### config.mk
export PLATFORM = sky130hd
export DESIGN_NAME = templatized_alu_exec
export DESIGN_NICKNAME = d
export VERILOG_FILES = /design/src/rtl/templatized_alu_pkg.sv /design/src/rtl/templatized_alu_exec_shift_step.sv /design/src/rtl/templatized_alu_exec.sv
export SDC_FILE = /design/constraint.sdc
export NUM_CORES = 1
export LEC_CHECK = 0
export ABC_AREA = 1
export CAP_MARGIN = 20
export CORE_MARGIN = 2
export CORE_UTILIZATION = 50
export DETAILED_ROUTE_END_ITERATION = 16
export PLACE_DENSITY = 0.74
export RECOVER_POWER = 50
export SYNTH_ARGS = -nofsm -noshare
export SYNTH_HDL_FRONTEND = slang
export SYNTH_SLANG_ARGS = --single-unit
### constraint.sdc
create_clock -name clk -period 4.8 [get_ports clk]
set_clock_uncertainty 0.2 [all_clocks]
set_input_delay 0.48 -clock clk [delete_from_list [all_inputs] [get_ports clk]]
set_output_delay 0.48 -clock clk [all_outputs]
set_load 0.02 [all_outputs]
### src/rtl/templatized_alu_pkg.sv
// Shared ALU control-path definitions: opcodes, group enables, exec FSM states
// and the opcode-to-group decode also used by templatized_alu_control.
package templatized_alu_pkg;

    localparam logic [2:0] OPCODE_XOR = 3'b000;
    localparam logic [2:0] OPCODE_SLL = 3'b001;
    localparam logic [2:0] OPCODE_SAR = 3'b010;
    localparam logic [2:0] OPCODE_ROL = 3'b011;
    localparam logic [2:0] OPCODE_ROR = 3'b100;

    localparam logic [1:0] EN_XOR   = 2'b10;
    localparam logic [1:0] EN_SHIFT = 2'b01;
    localparam logic [1:0] EN_NONE  = 2'b00;

    typedef enum logic [1:0] {IDLE, SHIFT, DONE} state_e;

    // Illegal opcodes map to EN_NONE, which no legal en value matches.
    function automatic logic [1:0] op_group(input logic [2:0] op);
        logic [1:0] grp;
        case (op)
            OPCODE_XOR:                                     grp = EN_XOR;
            OPCODE_SLL, OPCODE_SAR, OPCODE_ROL, OPCODE_ROR: grp = EN_SHIFT;
            default:                                        grp = EN_NONE;
        endcase
        op_group = grp;
    endfunction

endpackage

### src/rtl/templatized_alu_exec_shift_step.sv
// One-bit-position shift/rotate of w selected by op; non-shift ops pass w through.
module templatized_alu_shift_step
    import templatized_alu_pkg::*;
#(
    parameter int WIDTH = 8
) (
    input  logic [WIDTH-1:0] w,
    input  logic [2:0]       op,
    output logic [WIDTH-1:0] y
);

    always_comb begin
        y = w;
        case (op)
            OPCODE_SLL: y = {w[WIDTH-2:0], 1'b0};
            OPCODE_SAR: y = {w[WIDTH-1], w[WIDTH-1:1]};
            OPCODE_ROL: y = {w[WIDTH-2:0], w[WIDTH-1]};
            OPCODE_ROR: y = {w[0], w[WIDTH-1:1]};
            default:    y = w;
        endcase
    end

endmodule

### src/rtl/templatized_alu_exec.sv
// ALU execution end: validates en against the opcode group, does XOR in one
// cycle and shift/rotate iteratively one bit per cycle, with valid/ready on both sides.
module templatized_alu_exec
    import templatized_alu_pkg::*;
#(
    parameter int WIDTH   = 8,
    parameter int SHAMT_W = $clog2(WIDTH)
) (
    input  logic             clk,
    input  logic             rst,
    input  logic             in_valid,
    output logic             in_ready,
    input  logic [2:0]       op_code,
    input  logic [1:0]       en,
    input  logic [WIDTH-1:0] a,
    input  logic [WIDTH-1:0] b,
    output logic             out_valid,
    input  logic             out_ready,
    output logic [WIDTH-1:0] result,
    output logic             err
);

    state_e               state_q, state_d;
    logic [2:0]           op_q, op_d;
    logic [SHAMT_W-1:0]   count_q, count_d;
    logic [WIDTH-1:0]     work_q, work_d;
    logic [WIDTH-1:0]     result_q, result_d;
    logic                 err_q, err_d;
    logic [WIDTH-1:0]     step_w;
    logic [SHAMT_W-1:0]   amt;
    logic [1:0]           grp;
    logic                 accept;

    assign in_ready  = (state_q == IDLE) && !rst;
    assign out_valid = (state_q == DONE);
    assign result    = result_q;
    assign err       = err_q;
    assign accept    = in_valid && in_ready;
    // Amounts >= WIDTH wrap by plain truncation.
    assign amt       = b[SHAMT_W-1:0];
    assign grp       = op_group(op_code);

    templatized_alu_shift_step #(.WIDTH(WIDTH)) u_step (
        .w  (work_q),
        .op (op_q),
        .y  (step_w)
    );

    always_comb begin
        state_d  = state_q;
        op_d     = op_q;
        count_d  = count_q;
        work_d   = work_q;
        result_d = result_q;
        err_d    = err_q;
        case (state_q)
            IDLE: begin
                if (accept) begin
                    op_d = op_code;
                    if (grp == EN_NONE || en != grp) begin
                        result_d = '0;
                        err_d    = 1'b1;
                        state_d  = DONE;
                    end else if (grp == EN_XOR) begin
                        result_d = a ^ b;
                        err_d    = 1'b0;
                        state_d  = DONE;
                    end else if (amt == '0) begin
                        result_d = a;
                        err_d    = 1'b0;
                        state_d  = DONE;
                    end else begin
                        work_d  = a;
                        count_d = amt;
                        err_d   = 1'b0;
                        state_d = SHIFT;
                    end
                end
            end
            SHIFT: begin
                work_d  = step_w;
                count_d = count_q - 1'b1;
                // The last step goes straight into result so DONE follows the n-th edge.
                if (count_q == SHAMT_W'(1)) begin
                    result_d = step_w;
                    state_d  = DONE;
                end
            end
            DONE: begin
                if (out_ready) state_d = IDLE;
            end
            default: state_d = IDLE;
        endcase
    end

    always_ff @(posedge clk) begin
        if (rst) begin
            state_q  <= IDLE;
            op_q     <= OPCODE_XOR;
            count_q  <= '0;
            work_q   <= '0;
            result_q <= '0;
            err_q    <= 1'b0;
        end else begin
            state_q  <= state_d;
            op_q     <= op_d;
            count_q  <= count_d;
            work_q   <= work_d;
            result_q <= result_d;
            err_q    <= err_d;
        end
    end

endmodule

==> flow_metrics.tcl, run 1 <==
set metrics [dict create \
    synth_top_area_cell "dfxtp_1" \
    period_share 0.656 \
    fmax_ghz 0.318 \
    maxSlewHeadroom 0.581 \
    placed_cell_area_sq_um 2260 \
    gp_congestion 0.907 \
    fin_area_sq_um 2290 \
    cp_top_family "buffers and inverters" \
    synthTopCellsByArea "dfxtp_1 (26%), nand2_1 (15%), nand4_1 (12%)" \
    ant_nets 0 \
    overflow 0 \
    path_cells "dlygate4sd3_1, inv_1, nand3_1, inv_1, nand3_1, nand2_2, inv_2, nor2_1, nor2_1" \
    synth_compound_area_frac 0.0746 \
    p_leak_uw 0.00114 \
    core_area_sq_um 3690 \
    crit_type "in -> reg" \
    num_rows 22 \
    first_global_vias 1925 \
    cts_tree "yes" \
    final_util 0.620 \
    clock_tree.root_cell "clkbuf_8" \
    arrival_ns 3.12 \
    postCtsSetupBuffers 0 \
    via_per_inst 5.22 \
    nets 375 \
    crit_path_max_incr_delay_ns 0.63 \
    tightestPinTransition_ns 0.628 \
    diodes 0 \
    rsz0062_at_grt "no" \
    clockBufferDepth 2 \
    final.setup.tns_ns 0 \
    htreeDepth 1 \
    path_clk_slew_ns 0.10 \
    grt_first_pass_wirelength_um 8710 \
    worst_setup_path_end_kind "flop" \
    ys_types 24 \
    cts.sinks 25 \
    synthToLayoutAreaGrowth_pct 18.7 \
    post_cts_resized 0 \
    synth_fp_nets 349 \
    timing_hold_violations_final 0 \
    routed_wl_um 4870 \
    drc 0 \
    synth_fa_ha_area_frac 0.0130 \
    synth_xor_area_frac 0.0273 \
    antenna_found_initial 0 \
    grt_usage 0.248 \
    syn_inst 322 \
    die_width_um 66.1 \
    slew_viol_final 0 \
    wire_per_inst_um 12.3 \
    hp-class "reg -> reg" \
    clk_latency_ns 0.27 \
    grt_max_degree 23 \
    yosysWarnings 0 \
    worst_path_max_delay_cell "dlygate4sd3_1" \
    hpwl_um 3760 \
    synth_top_area_share 0.260 \
    yosys-mux-area-fraction 0 \
    total_power_uw 549 \
    cap_violations 0 \
    cp-start-kind "input port" \
    cts_hold_buffers 0 \
    setup_viol 0 \
    synth_seq_cells 25 \
    postSynthAreaPerCell_sq_um 5.99 \
    status "completed" \
    cts_buffers 3 \
    required_ns 4.77 \
    drtIter0Drc 212 \
    fill_cells 362 \
    synth_top_family_by_area "simple AND/OR/NAND/NOR gates" \
    synth-simple-area-share 0.502 \
    initial_utilization 0.523 \
    critPathMaxFanout 22 \
    drive_gt1_frac 0.0461 \
    fin_crit_ns 3.15 \
    synth-seq-area-share 0.260 \
    drt_pass1_iterations 4 \
    pwr_density_cell_nw_per_um2 240 \
    ios 36 \
    routed-via-count 2062 \
    die_area_sq_um 4370 \
    worst_ir_drop_vdd_mv 0.140 \
    chipHeight_um 66.1 \
    whs_ns 0.326 \
    port_buffers 35 \
    cp_num_buf_inv 4 \
    netlist_area_sq_um 1930 \
]
## area by class of cell
class | count | area (sq um) | share of cell area
Tap cell | 48 | 60.1 | 0.0262
Clock buffer | 3 | 41.3 | 0.0180
Multi-Input combinational cell | 242 | 1170 | 0.512
Inverter | 40 | 150 | 0.0656
Clock inverter | 1 | 7.51 | 0.00328
Timing Repair Buffer | 36 | 358 | 0.156
Sequential cell | 25 | 500 | 0.219
## metal layers
layer | track usage | part of all wire | vias up
met5 | 0 | 0 | -
met4 | 0.0510 | 0.012 | 0
met3 | 0.0256 | 0.053 | 4
met1 | 0.351 | 0.48 | 892
li1 | - | - | 1110
met2 | 0.409 | 0.45 | 56
## state kept, by name, indices dropped and copies added, names as in the netlist
name / cells
op_q: 3
result: 8
work_q: 8
err: 1
state_q: 2
count_q: 3
## kinds of logic (layout without fill, tap and decap cells)
family,count (synthesis),in the layout
DFF,25,25
and+or+nand+nor,206,206
adders and majority gates,2,2
buffers and inverters,55,80
AOI/OAI and AO/OA,28,28
xor gates and xnor gates,6,6
## metrics by stage
stage                     setup WS [ns]  cells
after global routing               1.41    395
after CTS                          2.22    395
final                              1.65    395
after floorplan                    3.07    322
after global placement             2.01    391
after detailed placement           1.94    391
## cells in the mapped netlist (all sizes together)
cell and n:
buf 6, xnor2 6, dfxtp 25, clkbuf 9, nor2 49, nor3 1, nand2 80, o21ai 20
a21oi 8, inv 40, nand4 36, ha 2, nand3 40
## layout by cell type, fill, tap and decap left out, types with 2 or more instances in the layout
cell and n:
nor2_4 2, xnor2_1 6, nand4_1 36, o21ai_0 19, clkdlybuf4s50_1 23, clkbuf_8 3
ha_1 2, nor2_1 45, dlygate4sd3_1 12, dfxtp_1 25, a21oi_1 8, nor2_2 2
inv_2 2, nand2_2 3, nand2_1 76, nand3_1 40, inv_1 38
## worst paths after layout
check / startpoint / endpoint / slack, ns / cells past startpoint
worst min-delay path: err / err / 0.33 / 2
worst min register to register: err / err / 0.33 / 2
worst max register to register: state_q[0] / work_q[7] / 2.59 / 8
worst max-delay path: rst / work_q[7] / 1.65 / 9
## tightest hold or removal path, stage by stage, from the launching register on
cell	delay (ns)
dfxtp_1	0.35
nand3_1	0.07
o21ai_0	0.08
## report_power, final
group          total (uW)  switching, uW  leakage (uW)  internal [uW]
combinational         176            105      0.000914           71.1
clock                 127           68.0     0.0000217           58.7
sequential            246           20.3      0.000204            226
No activity file was read; power rests on OpenSTA's default activity.
==> run 2: changes to the inputs <==
Clock period 4.8 ns to 3.25 ns, I/O delays scaled along.
==> run 2 against run 1 <==
Compared with the run above:
- sequential cell count stayed put
- hold slack worse by 0.035 ns
- clock power is 58% higher
- non-clock buffer count is 3 higher
- cell area is 0.82% higher
- largest power group unchanged
- sequential share of layout area is 0.18 points lower
- clock-buffer cell count stayed put
==> flow_metrics.tcl, run 2 (synthesis results as in run 1) <==
set metrics [dict create \
    status "completed" \
    multi_input_area_sq_um 1170 \
    placed_cell_area_sq_um 2280 \
    cp-start-kind "input port" \
    num_rows 22 \
    drc 0 \
    final.setup.tns_ns 0 \
    final_common_cell "nand2_1" \
    slew_viol_final 0 \
    hp-class "reg -> reg" \
    routed_wl_um 4910 \
    crit_type "in -> reg" \
    nets 378 \
    cts_hold_buffers 0 \
    routed-via-count 2088 \
    rsz0062_at_grt "no" \
    fin_area_sq_um 2310 \
    clkPwrFrac 0.243 \
    clockBufferDepth 2 \
    cts.sinks 25 \
    worst_setup_path_end_kind "flop" \
    fin_crit_ns 2.50 \
    gp_congestion 0.874 \
    tightestPinTransition_ns 0.919 \
    maxSlewHeadroom 0.387 \
    worst-r2r-cell-count 10 \
    first_global_vias 1824 \
    antenna_found_initial 0 \
    required_ns 3.23 \
    timing_hold_violations_final 0 \
    pwr_density_cell_nw_per_um2 357 \
    wire_per_inst_um 12.3 \
    seqPwrFrac 0.433 \
    worst_ir_drop_vdd_mv 0.185 \
    r2r_end "result[0]" \
    via_per_inst 5.25 \
    drtIter0Drc 166 \
    p_leak_uw 0.00115 \
    period_share 0.769 \
    ant_nets 0 \
    cts_buffers 3 \
    drt_pass1_iterations 5 \
    r2r-start "op_q[2]" \
    min_to "err" \
    total_power_uw 825 \
    p_switching_uw 296 \
    sw_frac_of_total 0.359 \
    holdPathStages 2 \
    initial_utilization 0.523 \
    fill_cells 363 \
    p_int_uw 529 \
    clk_latency_ns 0.28 \
    diodes 0 \
    postCtsSetupBuffers 0 \
    setup_ws_ns 0.751 \
    htreeDepth 1 \
    critPathMaxFanout 13 \
    place_ws_ns 0.935 \
    cts_tree "yes" \
    ff_latch_area_sq_um 500 \
    synthToLayoutAreaGrowth_pct 19.7 \
    cap_violations 0 \
    hp-start "err" \
    chipHeight_um 66.1 \
    drive_gt1_frac 0.0486 \
    fmax_ghz 0.400 \
    core_area_sq_um 3690 \
    ff2ff_setup_slack_ns 1.11 \
    ios 36 \
    arrival_ns 2.48 \
    p_comb_frac 0.324 \
    overflow 0 \
    port_buffers 35 \
    setup_viol 0 \
    hpwl_um 3750 \
    grt_max_degree 23 \
    path_clk_slew_ns 0.10 \
    grt_first_pass_wirelength_um 8420 \
    whs_ns 0.291 \
    die_area_sq_um 4370 \
    grt_usage 0.245 \
    post_cts_resized 0 \
    layout_common_cells "nand2_1 (78), nor2_1 (46), nand3_1 (39)" \
    clock_tree.root_cell "clkbuf_8" \
    die_width_um 66.1 \
]
==> run 2: area by class of cell <==
class | instances | share of cell area
multi-input cells | 242 | 0.508
flip-flops and latches | 25 | 0.217
repair buffers | 39 | 0.163
inverters | 40 | 0.0651
well taps | 48 | 0.0260
clock buffers | 3 | 0.0179
clock inverters | 1 | 0.00325
==> run 2: worst max path at each step <==
| stage | start | endpoint | slack [ns] | cells after the start |
|---|---|---|---|---|
| 4_1_cts | rst | in_ready | 1.05 | 3 |
| 5_1_grt | op_code[2] | count_q[1] | 0.50 | 10 |
| 3_5_place_dp | op_code[2] | count_q[1] | 0.94 | 10 |
| 6_report | op_code[2] | count_q[1] | 0.75 | 10 |
| 3_3_place_gp | op_code[2] | result[2] | 0.97 | 10 |
| 2_1_floorplan | op_code[2] | result[6] | 1.68 | 10 |
==> run 2: per-stage QoR <==
stage / std cells / util
after floorplan: 322 / -
after global placement: 394 / 0.618
after detailed placement: 394 / 0.618
after CTS: 398 / 0.631
after global routing: 398 / 0.626
final: 398 / 0.626
==> run 2: worst max-delay path, cell delays in order <==
cell and delay [ns]:
clkdlybuf4s50_1 0.47, inv_1 0.13, nand2_4 0.16, nand2_1 0.09, nor2_1 0.40, nand3_1 0.39
nand2_1 0.29, inv_2 0.07, nor2_1 0.10, nor2_1 0.05
==> run 2: per-layer routing <==
layer / GRT usage / vias to the layer above / part of all wire
met4: 0.0689 / 0 / 0.0083
met5: 0 / - / 0
met2: 0.394 / 66 / 0.44
met1: 0.349 / 902 / 0.50
met3: 0.0221 / 4 / 0.051
li1: - / 1116 / -
==> run 2: power by group through the flow <==
stage                     clock, uW  sequential (uW)  combinational [uW]
after floorplan                   0              378                 162
after global placement            0              364                 276
after detailed placement          0              365                 276
after CTS                       204              358                 278
after global routing            212              362                 296
final                           201              357                 267
